==> src/rtl/bp_core_prof_pkg.sv <==
// Shared definitions for the BlackParrot core stall profiler.
//
// Contents:
//   bp_num_stall_reasons_gp  number of stall reasons (index 0 = unknown,
//                            higher index = higher attribution priority)
//   bp_num_stall_stages_gp   depth of the stall-attribution pipe (IF1..commit)
//   bp_stall_reason_e        symbolic names for the reason indices
//   bp_stall_reason_s        decoded reason plus a valid flag
//   bp_stall_stage_mask_gp   default injection table, one num_reasons-wide
//                            slice per stage, IF1 in the least significant slice
package bp_core_prof_pkg;

  localparam int bp_num_stall_reasons_gp = 33;
  localparam int bp_num_stall_stages_gp  = 7;

  typedef enum logic [5:0] {
    e_unknown         = 6'd0,
    e_icache_miss     = 6'd1,
    e_icache_fence    = 6'd2,
    e_branch_override = 6'd3,
    e_ret_override    = 6'd4,
    e_fe_cmd          = 6'd5,
    e_fe_cmd_fence    = 6'd6,
    e_mispredict      = 6'd7,
    e_replay          = 6'd8,
    e_control_haz     = 6'd9,
    e_long_haz        = 6'd10,
    e_data_haz        = 6'd11,
    e_aux_dep         = 6'd12,
    e_load_dep        = 6'd13,
    e_mul_dep         = 6'd14,
    e_fma_dep         = 6'd15,
    e_sb_iraw_dep     = 6'd16,
    e_sb_fraw_dep     = 6'd17,
    e_sb_iwaw_dep     = 6'd18,
    e_sb_fwaw_dep     = 6'd19,
    e_struct_haz      = 6'd20,
    e_idiv_haz        = 6'd21,
    e_fdiv_haz        = 6'd22,
    e_ptw_busy        = 6'd23,
    e_special         = 6'd24,
    e_exception       = 6'd25,
    e_interrupt       = 6'd26,
    e_itlb_miss       = 6'd27,
    e_dtlb_miss       = 6'd28,
    e_dcache_miss     = 6'd29,
    e_dcache_fail     = 6'd30,
    e_mem_fence       = 6'd31,
    e_csr_fence       = 6'd32
  } bp_stall_reason_e;

  typedef struct packed {
    logic             v;
    bp_stall_reason_e reason;
  } bp_stall_reason_s;

  // Probe points in every stage (IF1, IF2, ISD, EX1, EX2, EX3, commit) may
  // raise any reason, so every slice of the injection table is fully enabled.
  localparam logic [bp_num_stall_stages_gp*bp_num_stall_reasons_gp-1:0]
    bp_stall_stage_mask_gp = '1;

endpackage

==> src/rtl/bp_core_stall_attrib.sv <==
// Stall-attribution pipe plus priority encoder.
//
// Stall events are ORed into the pipe at the stage where they are allowed to
// be injected (stage_mask_p) and ride down to the commit stage, so a reason is
// charged exactly num_stages_p cycles after it entered at stage 0.
//
// Ports:
//   clk_i, reset_li  clock, asynchronous active-low reset
//   freeze_i         hold every pipe stage
//   clear_i          synchronous clear of the pipe (wins over freeze)
//   event_i          raw stall events this cycle
//   reason_o         highest set index of the commit-stage vector, 0 if empty
//   v_o              commit-stage vector is non-empty
module bp_core_stall_attrib
  import bp_core_prof_pkg::*;
#(
  parameter int num_reasons_p = bp_num_stall_reasons_gp,
  parameter int num_stages_p  = bp_num_stall_stages_gp,
  parameter logic [num_stages_p*num_reasons_p-1:0] stage_mask_p = '1,
  localparam int reason_w_lp = $clog2(num_reasons_p)
) (
  input  logic                     clk_i,
  input  logic                     reset_li,
  input  logic                     freeze_i,
  input  logic                     clear_i,
  input  logic [num_reasons_p-1:0] event_i,
  output logic [reason_w_lp-1:0]   reason_o,
  output logic                     v_o
);

  logic [num_reasons_p-1:0] stage_r [num_stages_p];
  logic [num_reasons_p-1:0] stage_n [num_stages_p];
  logic [num_reasons_p-1:0] decoded;

  always_comb begin
    stage_n[0] = event_i & stage_mask_p[0 +: num_reasons_p];
    for (int s = 1; s < num_stages_p; s++) begin
      stage_n[s] = stage_r[s-1] | (event_i & stage_mask_p[s*num_reasons_p +: num_reasons_p]);
    end
  end

  always_ff @(posedge clk_i or negedge reset_li) begin
    if (!reset_li) begin
      for (int s = 0; s < num_stages_p; s++) stage_r[s] <= '0;
    end else if (clear_i) begin
      for (int s = 0; s < num_stages_p; s++) stage_r[s] <= '0;
    end else if (!freeze_i) begin
      for (int s = 0; s < num_stages_p; s++) stage_r[s] <= stage_n[s];
    end
  end

  assign decoded = stage_r[num_stages_p-1];

  // Ascending scan: the last hit is the highest index, i.e. highest priority.
  always_comb begin
    reason_o = '0;
    for (int i = 0; i < num_reasons_p; i++) begin
      if (decoded[i]) reason_o = reason_w_lp'(i);
    end
  end

  assign v_o = |decoded;

endmodule

==> src/rtl/bp_core_stall_histogram.sv <==
// Synthesizable stall-attribution histogram for the BlackParrot core.
//
// Every unfrozen cycle charges exactly one saturating counter: the instret
// counter (index num_reasons_p) when an instruction retires, otherwise the
// counter of the reason decoded at the commit end of the attribution pipe.
//
// Ports:
//   clk_i, reset_li  clock, asynchronous active-low reset
//   freeze_i         core frozen: no counting, pipe holds
//   event_i          raw stall events this cycle
//   instret_i        commit retired an instruction this cycle
//   clear_i          synchronous clear of counters, pipe and sat_o
//   snapshot_i       (BP_CORE_STALL_HIST_SNAPSHOT_EN only) copy live bank to shadow
//   rd_v_i, rd_addr_i  read request and counter index
//   rd_data_o, rd_v_o  registered read response
//   sat_o            sticky: some counter reached all-ones
//
// Read port: valid-only, no backpressure. A request sampled with rd_v_i=1 at
// an edge is answered by rd_v_o=1 for exactly the following cycle; rd_data_o
// carries the counter value as it was before that edge and otherwise holds.
//
// Build option BP_CORE_STALL_HIST_SNAPSHOT_EN adds a shadow bank; reads then
// return the shadow, which clear_i leaves untouched.
module bp_core_stall_histogram
  import bp_core_prof_pkg::*;
#(
  parameter int num_reasons_p = bp_num_stall_reasons_gp,
  parameter int num_stages_p  = bp_num_stall_stages_gp,
  parameter int cnt_width_p   = 32,
  parameter logic [num_stages_p*num_reasons_p-1:0] stage_mask_p = '1,
  localparam int addr_w_lp   = $clog2(num_reasons_p+1),
  localparam int reason_w_lp = $clog2(num_reasons_p),
  localparam int num_cnt_lp  = num_reasons_p + 1
) (
  input  logic                     clk_i,
  input  logic                     reset_li,
  input  logic                     freeze_i,
  input  logic [num_reasons_p-1:0] event_i,
  input  logic                     instret_i,
  input  logic                     clear_i,
`ifdef BP_CORE_STALL_HIST_SNAPSHOT_EN
  input  logic                     snapshot_i,
`endif
  input  logic                     rd_v_i,
  input  logic [addr_w_lp-1:0]     rd_addr_i,
  output logic [cnt_width_p-1:0]   rd_data_o,
  output logic                     rd_v_o,
  output logic                     sat_o
);

  logic [reason_w_lp-1:0] attr_reason;
  logic                   attr_v;

  bp_core_stall_attrib #(
    .num_reasons_p (num_reasons_p),
    .num_stages_p  (num_stages_p),
    .stage_mask_p  (stage_mask_p)
  ) attrib (
    .clk_i    (clk_i),
    .reset_li (reset_li),
    .freeze_i (freeze_i),
    .clear_i  (clear_i),
    .event_i  (event_i),
    .reason_o (attr_reason),
    .v_o      (attr_v)
  );

  logic [cnt_width_p-1:0] cnt_r   [num_cnt_lp];
  logic [cnt_width_p-1:0] cnt_n   [num_cnt_lp];
  logic [cnt_width_p-1:0] rd_bank [num_cnt_lp];
  logic [cnt_width_p-1:0] rd_val;
  logic [addr_w_lp-1:0]   inc_idx;
  logic                   inc_en;
  logic                   sat_hit;
  logic                   sat_r;

  // A clear cycle never counts; its increment would be wiped anyway.
  assign inc_en = !freeze_i && !clear_i;

  always_comb begin
    inc_idx = instret_i ? addr_w_lp'(num_reasons_p)
                        : (attr_v ? addr_w_lp'(attr_reason) : '0);
    sat_hit = 1'b0;
    for (int i = 0; i < num_cnt_lp; i++) begin
      cnt_n[i] = cnt_r[i];
      if (inc_en && (inc_idx == addr_w_lp'(i))) begin
        if (!(&cnt_r[i])) cnt_n[i] = cnt_r[i] + cnt_width_p'(1);
        sat_hit = &cnt_n[i];
      end
    end
  end

  always_ff @(posedge clk_i or negedge reset_li) begin
    if (!reset_li) begin
      for (int i = 0; i < num_cnt_lp; i++) cnt_r[i] <= '0;
      sat_r <= 1'b0;
    end else if (clear_i) begin
      for (int i = 0; i < num_cnt_lp; i++) cnt_r[i] <= '0;
      sat_r <= 1'b0;
    end else begin
      for (int i = 0; i < num_cnt_lp; i++) cnt_r[i] <= cnt_n[i];
      sat_r <= sat_r | sat_hit;
    end
  end

  assign sat_o = sat_r;

`ifdef BP_CORE_STALL_HIST_SNAPSHOT_EN
  logic [cnt_width_p-1:0] shadow_r [num_cnt_lp];

  // cnt_n already includes this cycle's increment, so the shadow captures it.
  always_ff @(posedge clk_i or negedge reset_li) begin
    if (!reset_li) begin
      for (int i = 0; i < num_cnt_lp; i++) shadow_r[i] <= '0;
    end else if (snapshot_i) begin
      for (int i = 0; i < num_cnt_lp; i++) shadow_r[i] <= cnt_n[i];
    end
  end

  always_comb begin
    for (int i = 0; i < num_cnt_lp; i++) rd_bank[i] = shadow_r[i];
  end
`else
  always_comb begin
    for (int i = 0; i < num_cnt_lp; i++) rd_bank[i] = cnt_r[i];
  end
`endif

  // Compare-based mux so out-of-range addresses fall through to zero.
  always_comb begin
    rd_val = '0;
    for (int i = 0; i < num_cnt_lp; i++) begin
      if (rd_addr_i == addr_w_lp'(i)) rd_val = rd_bank[i];
    end
  end

  always_ff @(posedge clk_i or negedge reset_li) begin
    if (!reset_li) begin
      rd_v_o    <= 1'b0;
      rd_data_o <= '0;
    end else begin
      rd_v_o <= rd_v_i;
      if (rd_v_i) rd_data_o <= rd_val;
    end
  end

endmodule

==> config.mk <==
export PLATFORM = sky130hd
export DESIGN_NAME = bp_core_stall_histogram
export DESIGN_NICKNAME = d
export VERILOG_FILES = /design/src/rtl/bp_core_prof_pkg.sv /design/src/rtl/bp_core_stall_attrib.sv /design/src/rtl/bp_core_stall_histogram.sv
export SDC_FILE = /design/constraint.sdc
export NUM_CORES = 2
export LEC_CHECK = 0
export BUFFER_PORTS_ARGS = -buffer_cell sky130_fd_sc_hd__buf_2
export CAP_MARGIN = 20
export CORE_ASPECT_RATIO = 1.75
export CORE_MARGIN = 2
export CORE_UTILIZATION = 40
export DETAILED_ROUTE_END_ITERATION = 10
export REMOVE_ABC_BUFFERS = 1
export SKIP_CTS_REPAIR_TIMING = 1
export SLEW_MARGIN = 20
export SYNTH_ARGS = -nofsm -noshare
export SYNTH_HDL_FRONTEND = slang
export SYNTH_SLANG_ARGS = --single-unit
export TNS_END_PERCENT = 5
==> constraint.sdc <==
create_clock -name clk_i -period 5.7 [get_ports clk_i]
set_input_delay 0.285 -clock clk_i [delete_from_list [all_inputs] [get_ports clk_i]]
set_output_delay 0.285 -clock clk_i [all_outputs]
set_load 0.01 [all_outputs]
==> results.toml <==
[timing]
max_freq_mhz = 186
finalMaxSlewViolations = 3
fin_crit_sh = 0.942
setup_tns_ns = 0
rsz0062_at_grt = "false"
min_period_ns = 5.37
fin_hold_ws_ns = -0.0345
fin_skew_ns = 0.0577
max_slew.worst_pin.slew_ns = 1.73
slew_headroom = -0.154
setup_violations = 0
finalHoldViolCount = 6

[critical_path]
r2r_start = "attrib.decoded[18]$_DFFE_PN0P_"
start_kind = "flop"
ff2ff_path_depth = 12
critPathMaxFanout = 10
r2r_end = "sat_o$_DFF_PN0_"
crit_chain = "nor4_1 > nand4_1 > nor2_1 > a21oi_1 > nand2_1 > buf_4 > nor2_1 > a41oi_2 > o41a_1 > o311ai_2 > a221oi_2 > o21bai_2"
cpPeakStageDelay_ns = 0.70
cp-end-kind = "flop"
cp.arrival_ns = 6.08
cpMaxStageDelayCell = "a221oi_2"
startpoint = "attrib.decoded[18]$_DFFE_PN0P_"
critPathKind = "reg -> reg"
reg2reg_slack_ns = 0.33
cp_common_cell = "nor2_1"
crit_required_ns = 6.41

[drt]
wl_met1_um = 149000
drc = 0
drt_pass1_iterations = 10
routed_via_density = 6.84
wl_um = 490000
routed.top_layer = "met5"
routed-wl-met3_um = 40600
wl_met2_um = 231000
wl_per_cell_um = 33.1
vias = 101000
drt_iter0_drc = 12000
antenna_left = 0

[synthesis]
synth_top_area_cell = "dfrtp_1"
synthArstFlopShare = 1.00
synth_top_area_frac = 0.369
ys.warnings.count = 0
synth_area_per_cell_um2 = 7.76
synthDistinctLibCells = 114
synth_edf_count = 0
ys_seq_elements = 1353
postSynthCellCount = 11800
synthFlopType = "dfrtp_1"
ys_seq_area_frac = 0.369
synth_area_um2 = 91600
yosys-top-cells-area = "dfrtp_1, o21ai_0, nor2_1"

[pwr]
irDropWorstVdd_mv = 0.344
p_comb_frac = 0.084
internal_power_mw = 16.3
power_frac_seq = 0.437
power.share.clock = 0.479
switchingPower_mw = 6.20
cellPowerDensity_nw_per_um2 = 221
p_leak_nw = 39.6
swShare = 0.276

[global_route]
grt_usage = 0.410
grt_pass1_wl_um = 699000
overflow = 0
grt_pass1_vias = 96100
grt_max_degree = 142
antenna_found_initial = 54

[floorplan]
die-area_um2 = 233000
die_w_um = 366
die_y_um = 637
io_pins = 79
core_um2 = 228000
start_util = 0.402
core.rowCount = 232

[cts]
cts-root-buf = "clkbuf_16"
clk_path_buf_depth = 4
cts_buffers = 156
cts_sinks = 1353
cts_tree = "yes"
cts.clk_slew.worst_paths_ns = 0.06
clk_latency_ns = 0.89
h-tree-depth = 4

[layout]
fin_nets = 11700
final_cell_area_um2 = 102000
drive_gt1_frac = 0.0815
area_growth_pct = 10.9

[placed_design]
place_area_um2 = 95800
place.gp.congestion = 1.12
dpl.hpwl_um = 359000
portBuffers = 78

[run_status]
violations = "hold timing, capacitance limit, slew limit"
outcome = "finished with violations"

[flow_run]
max-cap-violations = 1

[min_path]
hold_path.class = "in -> async"
-- kinds of logic (layout without fill, tap and decap cells) --
group           count (synthesis)  in the layout  synth area share
fa+ha+maj                      34             34           0.00464
mux                           220            220            0.0308
buf+inv                       950            882            0.0402
simple gates                 5267           5267             0.280
xor+xnor                      337            337            0.0322
other cells                     0             38                 0
flops                        1353           1353             0.369
compound gates               3645           3645             0.242
-- stage by stage --
| stage | worst slack, ns | util | hold slack [ns] | instances | power (mW) |
|---|---|---|---|---|---|
| after floorplan | -0.109 | - | -0.0106 | 11000 | 10.6 |
| after global placement | 0.426 | 0.420 | 0.355 | 14500 | 11.8 |
| after detailed placement | 0.397 | 0.420 | 0.368 | 14500 | 11.8 |
| after CTS | 0.634 | 0.443 | -0.584 | 14700 | 22.5 |
| after global routing | 0.0376 | 0.446 | 0.0190 | 14800 | 23.1 |
| final | 0.333 | 0.446 | -0.0345 | 14800 | 22.5 |
-- worst max-delay path by stage --
stage          depth (start not counted)                       end  slack, ns
3_5_place_dp                          13  rd_data_o[3]$_DFFE_PN0P_       0.40
2_1_floorplan                         10           sat_o$_DFF_PN0_      -0.11
3_3_place_gp                          13  rd_data_o[3]$_DFFE_PN0P_       0.43
6_report                              12           sat_o$_DFF_PN0_       0.33
5_1_grt                               12           sat_o$_DFF_PN0_       0.04
4_1_cts                               12           sat_o$_DFF_PN0_       0.63
-- power groups by stage --
stage	Clock (mW)	Sequential, mW	Combinational [mW]
detailed placement	0	10.0	1.79
global placement	0	10.0	1.77
floorplan	0	9.99	0.620
finish	10.8	9.84	1.90
CTS	10.9	9.83	1.80
global route	11.2	9.85	1.98
-- layout make-up --
type                            count  area (um^2)
Timing Repair Buffer              480         3820
Fill cell                       22700       126000
Tap cell                         3042         3810
Inverter                          136          512
Clock buffer                      227         4620
Multi-Input combinational cell   9503        54400
Sequential cell                  1353        33900
Clock inverter                     39          532
Antenna cell                       38         95.1
-- cell usage after synthesis (33+ instances only) --
| cell | count |
|---|---|
| nor3_1 | 257 |
| o221ai_1 | 54 |
| nor2b_1 | 51 |
| buf_1 | 43 |
| nand2b_1 | 44 |
| ha_1 | 34 |
| and2_1 | 129 |
| inv_1 | 135 |
| o41ai_1 | 79 |
| and4_1 | 103 |
| nor2_1 | 1714 |
| nand3_1 | 596 |
| or4_1 | 63 |
| xnor2_1 | 168 |
| nand2_1 | 1081 |
| buf_2 | 33 |
| o22ai_1 | 102 |
| dfrtp_1 | 1353 |
| a21oi_1 | 740 |
| o31ai_1 | 323 |
| a211oi_1 | 53 |
| o21ai_0 | 1476 |
| o211ai_1 | 54 |
| and3_1 | 332 |
| mux2_2 | 56 |
| a22oi_1 | 76 |
| xor2_1 | 169 |
| clkbuf_1 | 725 |
| nor4_1 | 169 |
| nand4_1 | 421 |
| mux4_2 | 44 |
| a31oi_1 | 227 |
| or3_1 | 103 |
| a221oi_1 | 61 |
| mux2i_1 | 120 |
-- layer usage --
layer	track usage	up-vias
li1	-	43600
met1	0.383	49000
met2	0.679	6150
met5	0.00186	-
met4	0.469	34
met3	0.116	2567
-- state kept, by name, indices dropped and copies added (netlist names) --
register and cells:
cnt_r 1088, attrib.stage_r 198, attrib.decoded 33, rd_data_o 32, rd_v_o 1, sat_o 1
-- critical path: cells and delay by family (launching register included) --
kind                   cells  cell delay, ns
DFF                        1            0.42
AOI/OAI and AO/OA          6            2.33
buffers and inverters      1            0.37
and+or+nand+nor            5            2.02
-- cell usage in the layout (no fill, tap or decap), drive strengths merged, types with 32 or more instances in the layout --
master	synthesis	layout
a211oi	53	53
a21o	33	33
a21oi	740	740
a221oi	62	62
a22o	32	32
a22oi	76	76
a31oi	227	227
and2	140	140
and3	336	336
and4	106	106
buf	80	433
clkbuf	734	231
dfrtp	1353	1353
diode	0	38
dlygate4sd3	0	43
ha	34	34
inv	135	139
mux2	56	56
mux2i	120	120
mux4	44	44
nand2	1082	1082
nand2b	44	44
nand3	596	596
nand3b	32	32
nand4	423	423
nor2	1715	1715
nor2b	51	51
nor3	260	260
nor4	177	177
o211ai	54	54
o21ai	1478	1478
o221ai	54	54
o22ai	102	102
o31ai	324	324
o41ai	79	79
or3	104	104
or4	64	64
xnor2	168	168
xor2	169	169
Power figures use the tool's default switching activity.
